## config.mk

```make
export PLATFORM = sky130hd
export DESIGN_NAME = decode_queue
export DESIGN_NICKNAME = d
export VERILOG_FILES = /design/src/rtl/decode_queue.sv
export SDC_FILE = /design/constraint.sdc
export NUM_CORES = 1
export LEC_CHECK = 0
export BUFFER_PORTS_ARGS = -buffer_cell sky130_fd_sc_hd__buf_2
export CELL_PAD_IN_SITES_DETAIL_PLACEMENT = 0
export CELL_PAD_IN_SITES_GLOBAL_PLACEMENT = 1
export CORE_MARGIN = 2
export CORE_UTILIZATION = 40
export CTS_CLUSTER_DIAMETER = 120
export DETAILED_ROUTE_END_ITERATION = 10
export PLACE_DENSITY_LB_ADDON = 0.1
export SLEW_MARGIN = 5
export SYNTH_ARGS = -nofsm -noshare
export SYNTH_HDL_FRONTEND = slang
export SYNTH_SLANG_ARGS = --single-unit
```

## constraint.sdc

```tcl
create_clock -name clk -period 4.6 [get_ports clk]
set_input_delay 0.69 -clock clk [delete_from_list [all_inputs] [get_ports clk]]
set_output_delay 0.69 -clock clk [all_outputs]
set_load 0.05 [all_outputs]
```

## src/rtl/decode_queue.sv

```systemverilog
// Pre-decoding instruction FIFO between fetch and issue, with single-cycle flush.
// Optional DECODE_QUEUE_PERF_EN adds saturating stall and illegal-push counters.
module decode_queue #(
    parameter int unsigned DEPTH    = 4,
    parameter int unsigned PC_WIDTH = 32
) (
    input  logic                     clk,
    input  logic                     reset,
    input  logic                     in_valid,
    output logic                     in_ready,
    input  logic [31:0]              in_inst,
    input  logic [PC_WIDTH-1:0]      in_pc,
    input  logic                     flush,
    output logic                     out_valid,
    input  logic                     out_ready,
    output logic [31:0]              out_inst,
    output logic [PC_WIDTH-1:0]      out_pc,
    output logic [3:0]               out_opclass,
    output logic [4:0]               out_rd,
    output logic [4:0]               out_rs1,
    output logic [4:0]               out_rs2,
    output logic                     out_regwrite,
    output logic                     out_illegal,
    output logic [$clog2(DEPTH):0]   count
`ifdef DECODE_QUEUE_PERF_EN
    ,
    output logic [31:0]              perf_stall,
    output logic [31:0]              perf_illegal
`endif
);

    localparam int unsigned PW = $clog2(DEPTH);
    localparam int unsigned CW = PW + 1;

    localparam logic [6:0] OPC_OP       = 7'b0110011;
    localparam logic [6:0] OPC_OP_IMM   = 7'b0010011;
    localparam logic [6:0] OPC_LOAD     = 7'b0000011;
    localparam logic [6:0] OPC_STORE    = 7'b0100011;
    localparam logic [6:0] OPC_BRANCH   = 7'b1100011;
    localparam logic [6:0] OPC_JAL      = 7'b1101111;
    localparam logic [6:0] OPC_JALR     = 7'b1100111;
    localparam logic [6:0] OPC_LUI      = 7'b0110111;
    localparam logic [6:0] OPC_AUIPC    = 7'b0010111;
    localparam logic [6:0] OPC_SYSTEM   = 7'b1110011;
    localparam logic [6:0] OPC_MISC_MEM = 7'b0001111;

    localparam logic [3:0] CLS_ILLEGAL = 4'd15;

    logic [31:0]         inst_mem    [DEPTH];
    logic [PC_WIDTH-1:0] pc_mem      [DEPTH];
    logic [3:0]          class_mem   [DEPTH];
    logic                rw_mem      [DEPTH];
    logic                illegal_mem [DEPTH];

    logic [PW-1:0] wr_ptr;
    logic [PW-1:0] rd_ptr;

    logic       push;
    logic       pop;
    logic [6:0] opcode;
    logic [2:0] funct3;
    logic [6:0] funct7;
    logic [3:0] dec_class;
    logic       dec_rw;
    logic       dec_illegal;

    assign in_ready  = (count < CW'(DEPTH));
    assign out_valid = (count != '0);
    assign push      = in_valid && in_ready;
    assign pop       = out_valid && out_ready;

    assign opcode = in_inst[6:0];
    assign funct3 = in_inst[14:12];
    assign funct7 = in_inst[31:25];

    always_comb begin
        logic [3:0] cls;
        logic       bad;
        logic       rw;
        cls = CLS_ILLEGAL;
        bad = 1'b0;
        rw  = 1'b0;
        case (opcode)
            OPC_OP: begin
                cls = 4'd0;
                rw  = 1'b1;
                bad = !(funct7 == 7'b0000000 || funct7 == 7'b0100000) ||
                      (funct7 == 7'b0100000 && funct3 != 3'b000 && funct3 != 3'b101);
            end
            OPC_OP_IMM: begin
                cls = 4'd1;
                rw  = 1'b1;
                bad = (funct3 == 3'b001 && funct7 != 7'b0000000) ||
                      (funct3 == 3'b101 && funct7 != 7'b0000000 && funct7 != 7'b0100000);
            end
            OPC_LOAD: begin
                cls = 4'd2;
                rw  = 1'b1;
                bad = (funct3 == 3'b011) || (funct3 == 3'b110) || (funct3 == 3'b111);
            end
            OPC_STORE: begin
                cls = 4'd3;
                bad = (funct3 > 3'b010);
            end
            OPC_BRANCH: begin
                cls = 4'd4;
                bad = (funct3 == 3'b010) || (funct3 == 3'b011);
            end
            OPC_JAL: begin
                cls = 4'd5;
                rw  = 1'b1;
            end
            OPC_JALR: begin
                cls = 4'd6;
                rw  = 1'b1;
                bad = (funct3 != 3'b000);
            end
            OPC_LUI: begin
                cls = 4'd7;
                rw  = 1'b1;
            end
            OPC_AUIPC: begin
                cls = 4'd8;
                rw  = 1'b1;
            end
            OPC_SYSTEM: begin
                cls = 4'd9;
                rw  = (funct3 != 3'b000);
            end
            OPC_MISC_MEM: begin
                cls = 4'd10;
                bad = (funct3 > 3'b001);
            end
            default: bad = 1'b1;
        endcase
        dec_illegal = bad;
        dec_class   = bad ? CLS_ILLEGAL : cls;
        dec_rw      = bad ? 1'b0 : rw;
    end

    always_ff @(posedge clk) begin
        if (reset || flush) begin
            wr_ptr <= '0;
            rd_ptr <= '0;
            count  <= '0;
        end else begin
            if (push) wr_ptr <= wr_ptr + PW'(1);
            if (pop)  rd_ptr <= rd_ptr + PW'(1);
            if (push && !pop)      count <= count + CW'(1);
            else if (pop && !push) count <= count - CW'(1);
        end
    end

    // Storage carries no reset; entries are only observed once count covers them.
    always_ff @(posedge clk) begin
        if (push && !flush && !reset) begin
            inst_mem[wr_ptr]    <= in_inst;
            pc_mem[wr_ptr]      <= in_pc;
            class_mem[wr_ptr]   <= dec_class;
            rw_mem[wr_ptr]      <= dec_rw;
            illegal_mem[wr_ptr] <= dec_illegal;
        end
    end

    assign out_inst     = out_valid ? inst_mem[rd_ptr] : '0;
    assign out_pc       = out_valid ? pc_mem[rd_ptr] : '0;
    assign out_opclass  = out_valid ? class_mem[rd_ptr] : '0;
    assign out_regwrite = out_valid ? rw_mem[rd_ptr] : 1'b0;
    assign out_illegal  = out_valid ? illegal_mem[rd_ptr] : 1'b0;
    assign out_rd       = out_inst[11:7];
    assign out_rs1      = out_inst[19:15];
    assign out_rs2      = out_inst[24:20];

`ifdef DECODE_QUEUE_PERF_EN
    always_ff @(posedge clk) begin
        if (reset) begin
            perf_stall   <= '0;
            perf_illegal <= '0;
        end else begin
            if (in_valid && !in_ready && perf_stall != '1) perf_stall <= perf_stall + 32'd1;
            // A push discarded by a same-cycle flush is not counted.
            if (push && !flush && dec_illegal && perf_illegal != '1)
                perf_illegal <= perf_illegal + 32'd1;
        end
    end
`endif

endmodule
```

**After elaboration in Yosys (flattened, before gate mapping)**

Memory sizes are Yosys's and may differ from the RTL's. A register that Yosys moved wholly into a read port is not among the register bits.
Cells that the tools add are included.

- Bitwise operators: 0
- Divide/modulo/power cells: 0
- Equal/unequal tests: 20
- Magnitude comparators: 3
- Shift operators: 0
- Multiplexer cells: 24
- Reduce and logical (&&, ||, !) cells: 30
- Multipliers: 0
- Add/sub/neg operators: 4

Operator list:

| operator | count |
|---|---|
| 32-bit two-way mux | 2 |
| 4-bit one-hot mux with 11 select lines | 1 |
| 7-bit by 6-bit equality test with 1-bit output, second input constant | 4 |
| 7-bit equality test, second input constant | 4 |
| 2-bit two-way mux | 10 |
| 7-bit by 5-bit equality test with 1-bit output, second input constant | 2 |
| 1-bit logical AND | 11 |
| 3-bit equality test, second input constant | 3 |
| 4-bit two-way mux | 2 |
| 1-bit one-hot mux with 8 select lines | 1 |
| 7-bit by 2-bit equality test with 1-bit output, second input constant | 1 |
| 7-bit by 4-bit equality test with 1-bit output, second input constant | 1 |
| 7-bit logical NOT | 1 |
| 1-bit logical OR | 7 |
| 7-bit by 6-bit != test with 1-bit output, second input constant | 1 |
| 7-bit nonzero test | 1 |
| 7-bit OR reduction | 1 |
| 3-bit by 2-bit equality test with 1-bit output, second input constant | 2 |
| 3-bit two-way mux | 2 |
| 3-bit nonzero test | 2 |
| 1-bit logical NOT | 5 |
| 1-bit two-way mux | 5 |
| 2-bit by 1-bit adder with 2-bit output, second input constant | 2 |
| 4-bit OR reduction | 1 |
| 9 further kinds | 9 |

- Latch bits: 0
- Bits in read-only memories: 0
- Bits in registers: 7
- RAM bits: 280
- Memories kept: 5
- Bits of input ports: 69

Memories:

| memory | depth | bits a word | rd ports | clocked after Yosys merged registers in | write ports | line | RTL |
|---|---|---|---|---|---|---|---|
| inst_mem | 4 | 32 | 1 | 1 | 1 | 49 | `logic [31:0] inst_mem [DEPTH];` |
| pc_mem | 4 | 32 | 1 | 1 | 1 | 50 | `logic [PC_WIDTH-1:0] pc_mem [DEPTH];` |
| class_mem | 4 | 4 | 1 | 1 | 1 | 51 | `logic [3:0] class_mem [DEPTH];` |
| illegal_mem | 4 | 1 | 1 | 1 | 1 | 53 | `logic illegal_mem [DEPTH];` |
| rw_mem | 4 | 1 | 1 | 1 | 1 | 52 | `logic rw_mem [DEPTH];` |

**Depth between registers and ports, before layout**

Gate-level depths: netlist of the first run.

- Depth after elaboration: 6
- Gate-level depth with buffers: 9

**Least setup slack after synthesis of the first run**

No wires, ideal clock.

- Kind: input-to-reg
- Start: in in_valid
- End: mem class_mem[0][0], enable pin
- Arrival time: 2.767 ns
- Library setup time: 0.436 ns
- Setup slack: 1.397 ns
- Path buffers: 1
- Cell stages on the path: 3
- Path through: nor2b_1 > clkbuf_1 > and3_1

- Cells in the longest elaborated chain, start to end: 5

RTL lines:

| what | line | RTL |
|---|---|---|
| start, declared | 9 | `input logic in_valid,` |
| 1-bit logical AND | 69 | `assign push = in_valid && in_ready;` |
| via push | 58 | `logic push;` |
| 1-bit logical AND (2 in a row) | 156 | `if (push && !flush && !reset) begin` |
| 1-bit two-way mux | 156 |  |
| 1-bit two-way mux (implied by the code) | 159 | `class_mem[wr_ptr] <= dec_class;` |
| end, declared | 51 |  |

The timed path passes the listed nets, and every way through them passes these cells.

==> results.txt, run 1 <==
----------------------------------------------------
[Pwr]
  P_leak ... 4.66 nW
  Power per cell area ... roughly 450 nW/µm²
  Fraction of power consumed by sequential logic ... a little under half
  Total power consumption of the routed design ... between 6 and 7 mW
  Sw Share ... between 20% and 30%
  Highest ir drop seen on vdd ... 0.278 mV
  P_int ... between 4 and 5 mW
  Net switching power ... 1.62 mW
  Combinational Power Share ... 14.5%
  Share of total power in the clock network ... 37.7%

[Critical path]
  Crit-path max FO ... 35
  Crit path DAT ... roughly 2700 ps
  Required time at the worst-slack endpoint ... 3910 ps
  Category of the most critical setup path ... reg2out
  Kind of start point of the critical path ... flop
  Cell depth of the worst flop-to-flop path ... 8
  Endpoint type of the worst setup path ... output port
  Flop-to-flop setup slack ... 1760 ps

[Placement]
  Worst Setup Slack post-DPL ... between 1500 and 2000 ps
  GPL Wtd Cong ... 0.754
  Cell area after placement ... between 10,000 and 15,000 µm²
  Placed Instances ... 1,086
  Number of port buffers ... 158
  Detailed placement HPWL ... about 14 mm

[Detailed routing]
  Detailed Routing Iterations Pass 1 ... 4
  Vias ... 5,781
  Iteration-0 DRC Markers ... 380
  Via density per instance ... between 5 and 6
  Met1 WL ... 10.3 mm
  DRC violation count after routing ... 0
  Final routed wire length divided by cell count ... 20.6 µm
  Top metal layer carrying routed signals ... met4
  Metal3 WL ... roughly 1.1 mm
  Drt total wl ... about 23 mm
  Routed length on met2 ... 11.7 mm
  Remaining antenna violation count after routing ... 0

[Final layout]
  Post-route cell area ... 13,600 µm²
  Most common cell after layout, fill and taps aside ... edfxtp_1
  Fin cells ... 1,142
  Commonest non-fill, non-tap cells in the layout ... edfxtp_1, buf_2, mux4_2, and2_1, clkbuf_16
  Layout overhead on the synthesized area ... 18.3%
  Utilization after layout ... 47.8%
  Fin nets ... 810
  Fraction of final layout cells with drive strength greater than 1 ... 38.0%

[Floorplan]
  Placeable Area ... 28,500 µm²
  Full die area ... 30,100 µm²
  Initial cell density of the core ... 40.4%
  Top-level I/O count ... 159
  Horizontal die dimension ... 173 µm
  Die boundary height ... approximately 170 µm
  Total number of placement rows ... 62

[Synth]
  Share of the yosys chip area belonging to registers ... 74.7%
  Synthesized instance count ... approximately 580
  Number of storage elements in the synthesis netlist ... slightly below 300
  Count of yosys warnings during synthesis ... 0
  Post-synth EDFFs ... 280
  Post-synth net total ... between 600 and 700
  Proportion of register bits with asynchronous set or reset after synthesis ... 0%
  Most used flip-flop cell after synthesis ... edfxtp_1
  Netlist Area Pre-Place ... 11,500 µm²
  Synthesized area per cell ... 19.8 µm²
  Count of cell types in the netlist ... 37

[Clock network]
  H-tree depth ... 1
  Clock root buffer ... clkbuf_16
  TritonCTS Buffers ... 31
  Clock transition at the register clock pins on the worst setup and hold paths after CTS ... 60 ps
  TritonCTS clock tree ... built
  Clock latency of the later-clocked register in the worst-skew pair ... 540 ps
  Bufs on Longest Clock Path ... 3
  Number of gates resized after cts ... 0
  Number of clock sinks seen by CTS ... 289
  Number of buffers inserted to repair setup after CTS ... 0
  Count of hold-fix buffers inserted at cts ... 0

[Timing]
  Post-route clock period utilization ... 73.9%
  Timing-limited maximum frequency ... roughly 300 MHz
  Total setup violations reported at the end of the flow ... 0
  Final hold violation count ... 0
  Worst path setup slack after routing ... 1200 ps
  Worst slew margin ... 21.6%
  Tmin final ... approximately 3400 ps
  Final max-slew violation count ... 0
  Final hold slack ... about 370 ps
  Unrepaired setup endpoints after global routing ... false
  Post-Route Setup TNS ... 0 ps
  Worst-margin pin slew ... 1180 ps
  Clock skew after layout ... 12.1 ps

[Run]
  Max-Cap Viols ... 0

[GRT]
  Global router's overall resource usage ... 15.8%
  Vias in the first global route ... 6,251
  Maximum number of pins on one net before global-route repair ... slightly above 70
  GRT overflow ... 0
  Antenna violations before repair ... 1
  Global-route wire length before repair ... 36.7 mm

[Min path]
  Instance count along the most critical hold path ... 1
  Path category of the worst min-delay check ... in2reg

[Outcome]
  Outcome ... completed

----------------------------------------------------
## cells by family after synthesis
family                   synth area share (%)
flip-flops                               74.7
buffers and inverters                    2.31
adder cells (fa/ha/maj)                 0.719
XOR/XNOR                                0.534
AO/OA/AOI/OAI                            1.10
multiplexers                             13.8
AND/OR/NAND/NOR                          6.78
## worst max-delay path, cell delays in order (launching register included)
cell and delay (ps):
dfxtp_4 870, buf_12 330, mux4_2 530, and2_1 190
buf_2 220
## cells in the mapped netlist, types with 4 or more instances
cell	n	area, µm²
buf_2	8	40.0
nor2b_1	4	25.0
clkbuf_1	23	86.3
edfxtp_1	280	8410
nor3_1	4	20.0
a21oi_1	8	40.0
inv_1	7	26.3
and3_1	5	31.3
dfxtp_1	9	180
nand3_1	4	20.0
xor2_1	6	52.6
buf_4	15	113
nand2_1	10	37.5
nor2_1	17	63.8
mux4_2	70	1580
o21ai_0	7	35.0
ha_1	5	62.6
and2_1	70	438
## routing by layer
layer	GRT usage (%)	vias up
met4	4.03	0
met5	0	-
met1	21.6	2999
met3	2.46	29
met2	26.8	158
li1	-	2595
## power by group through the flow
| stage | clock network, mW | registers (mW) | logic [mW] |
|---|---|---|---|
| 3_3_place_gp | 0 | 3.00 | 0.903 |
| 4_1_cts | 2.39 | 2.95 | 0.914 |
| 6_report | 2.33 | 2.95 | 0.897 |
| 5_1_grt | 2.50 | 2.95 | 0.951 |
| 2_1_floorplan | 0 | 3.00 | 0.680 |
| 3_5_place_dp | 0 | 3.00 | 0.913 |
## flip-flops by register name (all words and copies together) (netlist names), named ones only
register and flops:
count 3, class_mem 16, rd_ptr 2, illegal_mem 4
inst_mem 128, rw_mem 4, wr_ptr 2, pc_mem 128
## area by class of cell
cell class	count	area, µm²
well taps	384	480
clock buffers	41	813
flip-flops and latches	289	8600
multi-input cells	237	2660
fillers	2417	14900
clock inverters	14	135
diodes	1	2.50
inverters	7	26.3
repair buffers	169	886
## worst paths after layout
kind,start,to
worst max register to register,count[2],count[2]
worst min-delay path,in_inst[16],inst_mem[1][16]
worst min register to register,rd_ptr[0],flop
worst max-delay path,flop,out_pc[8]
No activity file was read; power rests on OpenSTA's default activity.
==> run 2, diff against run 1 <==
==> constraint.sdc (replaced) <==
create_clock -name clk -period 3.1 [get_ports clk]
set_input_delay 0.465 -clock clk [delete_from_list [all_inputs] [get_ports clk]]
set_output_delay 0.465 -clock clk [all_outputs]
set_load 0.05 [all_outputs]
==> results.txt, run 2 (synthesis gave the netlist of run 1 again) <==
----------------------------------------------------
[Placement]
  Number of port buffers ... approximately 160
  GPL Wtd Cong ... 0.749
  Detailed placement HPWL ... 14.0 mm
  Cell area after placement ... roughly 13,000 µm²

[GRT]
  Global-route wire length before repair ... 36.6 mm
  Antenna violations before repair ... 0
  Global-route track usage on met2 ... between 20% and 30%
  Global router's overall resource usage ... 16.0%
  Vias in the first global route ... 6,299
  Met3 track demand over resource ... 3.60%
  Met1 usage ... 20.9%
  GRT overflow ... 0
  Maximum number of pins on one net before global-route repair ... 61
  Busiest grt layer ... met2

[Floorplan]
  Horizontal die dimension ... 173 µm
  Total number of placement rows ... 62
  Full die area ... 30,100 µm²
  Top-level I/O count ... 159
  Die boundary height ... around 170 µm
  Placeable Area ... 28,500 µm²
  Initial cell density of the core ... 40.4%

[Critical path]
  Flop-to-flop setup slack ... 610 ps
  Kind of start point of the critical path ... flop
  Required time at the worst-slack endpoint ... 2630 ps
  Crit-path max FO ... 60
  Cell depth of the worst flop-to-flop path ... 8
  Endpoint type of the worst setup path ... output port
  Category of the most critical setup path ... reg2out
  FF-to-FF Start ... count[2]
  Worst r2r dst ... count[2]
  Crit path DAT ... around 2200 ps

[Clock network]
  Bufs on Longest Clock Path ... 3
  Count of hold-fix buffers inserted at cts ... 0
  TritonCTS clock tree ... built
  Number of buffers inserted to repair setup after CTS ... 0
  Clock latency of the later-clocked register in the worst-skew pair ... 500 ps
  Number of clock sinks seen by CTS ... around 290
  Clock transition at the register clock pins on the worst setup and hold paths after CTS ... 60 ps
  Clock root buffer ... clkbuf_16
  Number of gates resized after cts ... 0
  TritonCTS Buffers ... 34
  H-tree depth ... 2

[Timing]
  Worst slew margin ... 57.8%
  Worst-margin pin slew ... around 630 ps
  Total setup violations reported at the end of the flow ... 0
  Post-Route Setup TNS ... 0 ps
  Unrepaired setup endpoints after global routing ... false
  Timing-limited maximum frequency ... 373 MHz
  Tmin final ... 2680 ps
  Final max-slew violation count ... 0
  Clock skew after layout ... 13.8 ps
  Post-route clock period utilization ... 86.5%
  Final hold violation count ... 0

[Run]
  Max-Cap Viols ... 0

[Pwr]
  P_leak ... between 4 and 5 nW
  Power per cell area ... between 600 and 700 nW/µm²
  Highest ir drop seen on vdd ... roughly 0.46 mV

[Final layout]
  Layout overhead on the synthesized area ... 19.9%
  Multi-input combinational cell area ... 2660 µm²
  Most common cell after layout, fill and taps aside ... edfxtp_1
  Antenna cell count ... 0
  Post-route cell area ... approximately 14,000 µm²
  Combined flip-flop and latch cell area ... 8600 µm²
  Top flop regs ... inst_mem x128, pc_mem x128, class_mem x16
  Fin nets ... 818
  Fraction of final layout cells with drive strength greater than 1 ... 39.8%
  Commonest non-fill, non-tap cells in the layout ... edfxtp_1, buf_2, mux4_2, and2_1, clkbuf_16
  Layout fillers ... 2,473

[Detailed routing]
  Vias ... 5,803
  Iteration-0 DRC Markers ... ~350
  Via density per instance ... 5.04
  Remaining antenna violation count after routing ... 0
  Detailed Routing Iterations Pass 1 ... 5
  Drt total wl ... roughly 24 mm
  Final routed wire length divided by cell count ... 20.5 µm
  DRC violation count after routing ... 0

[Outcome]
  Outcome ... completed

[Min path]
  Path category of the worst min-delay check ... in2reg
  Beginning of the worst hold path ... in_inst[9]
  Instance count along the most critical hold path ... 1
  Hold path endpoint ... inst_mem[2][9]

----------------------------------------------------
## run 2: cell count changes in the layout (fill, tap and decap cells not counted)
cell	change
buf_12	+4
buf_4	+1
bufinv_16	-1
clkbuf_1	-7
clkbuf_16	+4
clkinv_2	+6
clkinv_4	+1
clkinvlp_4	+1
diode_2	-1
inv_6	+1
## run 2: report_power, final
| part | total (mW) | switching (mW) | internal [mW] |
|---|---|---|---|
| clock network | 3.70 | 1.48 | 2.22 |
| registers | 4.36 | 0.0186 | 4.34 |
| logic | 1.36 | 0.999 | 0.356 |
| total | 9.41 | 2.50 | 6.92 |
## run 2: stage by stage
| step | setup slack (ps) | hold slack [ps] | instances | util (%) | total power, mW |
|---|---|---|---|---|---|
| 2_1_floorplan | 40.5 | 485 | 579 | - | 5.46 |
| 3_3_place_gp | 547 | 504 | 1091 | 44.7 | 5.81 |
| 3_5_place_dp | 487 | 510 | 1091 | 44.7 | 5.82 |
| 4_1_cts | 349 | 153 | 1151 | 48.4 | 9.55 |
| 5_1_grt | 297 | 154 | 1151 | 48.4 | 9.78 |
| 6_report | 419 | 178 | 1151 | 48.4 | 9.41 |
## run 2: routing by layer
metal  routed length, µm  part of all wire (%)
met1               10300                    43
met3                1180                   5.0
met5                   0                     0
met2               11800                    50
met4                 366                   1.5
## run 2: worst max path at each step
stage	from	endpoint	slack, ps	cells after the start
6_report	count[2]	out_inst[7]	420	4
4_1_cts	flop	out_inst[25]	350	4
3_3_place_gp	in_inst[26]	class_mem[0][3]	550	6
2_1_floorplan	count[2]	class_mem[0][0]	40	3
5_1_grt	flop	out_inst[25]	300	4
3_5_place_dp	in_inst[26]	class_mem[3][3]	490	6
## run 2: worst max-delay path, stage by stage, from the launching register on
cell     delay, ps
dfxtp_1        350
or3_2          660
buf_12         260
and2_1         200
buf_2          220
## run 2: area by class of cell
type | count | area share, %
clock buffers | 38 | 6.44
multi-input cells | 237 | 19.3
well taps | 384 | 3.49
inverters | 7 | 0.191
flip-flops and latches | 289 | 62.4
clock inverters | 22 | 1.16
repair buffers | 174 | 7.06
==> run 3, diff against run 2 <==
--- a/config.mk
+++ b/config.mk
@@ -12,7 +12,7 @@
 export CORE_UTILIZATION = 40
 export CTS_CLUSTER_DIAMETER = 120
 export DETAILED_ROUTE_END_ITERATION = 10
-export PLACE_DENSITY_LB_ADDON = 0.1
+export PLACE_DENSITY = 0.8
 export SLEW_MARGIN = 5
 export SYNTH_ARGS = -nofsm -noshare
 export SYNTH_HDL_FRONTEND = slang
==> results.txt, run 3 (synthesis gave the netlist of run 1 again) <==
----------------------------------------------------
[Clock network]
  Clock root buffer ... clkbuf_16
  Clock transition at the register clock pins on the worst setup and hold paths after CTS ... 60 ps
  H-tree depth ... 1
  Count of hold-fix buffers inserted at cts ... 0
  Number of clock sinks seen by CTS ... between 200 and 300
  TritonCTS clock tree ... built
  Number of gates resized after cts ... 0
  Number of buffers inserted to repair setup after CTS ... 0
  TritonCTS Buffers ... 29
  Bufs on Longest Clock Path ... 3
  Clock latency of the later-clocked register in the worst-skew pair ... 540 ps

[Critical path]
  Crit path DAT ... 2390 ps
  Category of the most critical setup path ... reg2out
  Delay contributed by the slowest stage of the critical path ... 570 ps
  Number of buffer and inverter instances along the worst setup path ... 2
  Required time at the worst-slack endpoint ... 2630 ps
  Slowest cell on the critical path ... dfxtp_4
  Cell family contributing the most delay on the critical path ... flip-flops
  Kind of start point of the critical path ... flop
  Endpoint type of the worst setup path ... output port
  Crit-path max FO ... 31
  Critical path, cell by cell ... buf_12 > mux4_2 > and2_1 > buf_2

[GRT]
  Global-route wire length before repair ... between 30 and 40 mm
  Maximum number of pins on one net before global-route repair ... 71
  Global router's overall resource usage ... 14.5%
  Vias in the first global route ... just under 6,000
  Antenna violations before repair ... 1
  GRT overflow ... 0

[Min path]
  Path category of the worst min-delay check ... in2reg

[Pwr]
  P_int ... 6.40 mW
  Total power consumption of the routed design ... 8.79 mW
  Net switching power ... ~2.4 mW
  Share of total power in the clock network ... 35.2%
  Combinational Power Share ... 15.2%
  Highest ir drop seen on vdd ... roughly 0.33 mV
  Sw Share ... about 27%
  P_leak ... ~4.6 nW
  Fraction of power consumed by sequential logic ... roughly half
  Power per cell area ... 648 nW/µm²

[Timing]
  Post-Route Setup TNS ... 0 ps
  Post-route clock period utilization ... 92.1%
  Worst-margin pin slew ... 553 ps
  Final max-slew violation count ... 0
  Timing-limited maximum frequency ... 350 MHz
  Unrepaired setup endpoints after global routing ... false
  Clock skew after layout ... 8.96 ps
  Worst slew margin ... 63.1%
  Tmin final ... approximately 2900 ps
  Final hold violation count ... 0
  Total setup violations reported at the end of the flow ... 0

[Final layout]
  Layout overhead on the synthesized area ... 18.1%
  Fin nets ... 809
  Most common cell after layout, fill and taps aside ... edfxtp_1
  Commonest non-fill, non-tap cells in the layout ... edfxtp_1, buf_2, mux4_2, and2_1, clkbuf_16
  Antenna cell count ... 0
  Top flop regs ... inst_mem x128, pc_mem x128, class_mem x16
  Post-route cell area ... between 10,000 and 15,000 µm²
  Fraction of final layout cells with drive strength greater than 1 ... 38.0%
  Fin cells ... ~1,100

[Placement]
  Cell area after placement ... 12,700 µm²
  Number of port buffers ... about 160
  Detailed placement HPWL ... 12.5 mm
  GPL Wtd Cong ... 0.746
  Placed Instances ... 1,087

[Detailed routing]
  Met1 WL ... a little over 9 mm
  Routed length on met2 ... ~11 mm
  Via density per instance ... 5.01
  Vias ... 5,714
  Drt total wl ... 21.8 mm
  Remaining antenna violation count after routing ... 0
  Final routed wire length divided by cell count ... about 19 µm
  Metal3 WL ... roughly 1.1 mm
  Top metal layer carrying routed signals ... met5
  Detailed Routing Iterations Pass 1 ... 4
  DRC violation count after routing ... 0
  Iteration-0 DRC Markers ... about 450

[Floorplan]
  Full die area ... 30,100 µm²
  Placeable Area ... between 20,000 and 30,000 µm²
  Initial cell density of the core ... 40.4%
  Die boundary height ... ~170 µm
  Total number of placement rows ... 62
  Horizontal die dimension ... 173 µm
  Top-level I/O count ... around 160

[Run]
  Max-Cap Viols ... 0

[Outcome]
  Outcome ... completed

----------------------------------------------------
[run 3: changes by cell type in the layout (fill, tap and decap cells not counted), sizes merged]
cell | previous run | this run
buf | 174 | 170
bufinv | 2 | 0
clkbuf | 38 | 36
clkinv | 18 | 15
[run 3: power groups by stage]
| stage | clock network [mW] | logic [mW] | registers, mW |
|---|---|---|---|
| after floorplan | 0 | 1.01 | 4.45 |
| after global placement | 0 | 1.34 | 4.44 |
| after detailed placement | 0 | 1.36 | 4.44 |
| after CTS | 3.20 | 1.36 | 4.36 |
| after global routing | 3.34 | 1.42 | 4.36 |
| final | 3.10 | 1.33 | 4.36 |
[run 3: area by class of cell]
cell class | instances | area, µm²
flip-flops and latches | 289 | 8600
clock buffers | 36 | 752
multi-input cells | 237 | 2660
inverters | 7 | 26.3
clock inverters | 17 | 81.3
well taps | 384 | 480
fillers | 2414 | 14900
repair buffers | 170 | 981
[run 3: stage by stage]
| stage | setup WS [ps] | hold slack [ps] | utilization (%) |
|---|---|---|---|
| 6_report | 246 | 137 | 47.7 |
| 5_1_grt | 107 | 116 | 47.7 |
| 4_1_cts | 160 | 104 | 47.7 |
| 3_5_place_dp | 606 | 521 | 44.8 |
| 3_3_place_gp | 651 | 516 | 44.8 |
| 2_1_floorplan | 40.5 | 485 | - |
[run 3: layer usage]
metal | up-vias | GRT usage (%)
met5 | - | 0
met4 | 2 | 2.72
met3 | 28 | 2.81
met2 | 141 | 25.2
met1 | 2947 | 19.2
li1 | 2596 | -
[run 3: worst paths after layout]
kind,cells after the start,startpoint,slack (ps),end
max reg2reg,8,count[2],690,count[2]
min,1,in_inst[10],140,inst_mem[1][10]
min reg2reg,2,count[2],530,count[2]
max,4,flop,250,out_inst[15]
[run 3: worst reg2reg max path, delay by kind of cell, from the launching register on]
family / cells / cell delay [ps]
AOI/OAI and AO/OA: 1 / 140
xor gates and xnor gates: 1 / 160
adders and majority gates: 2 / 560
buffers and inverters: 1 / 60
DFF: 1 / 340
and+or+nand+nor: 3 / 1090
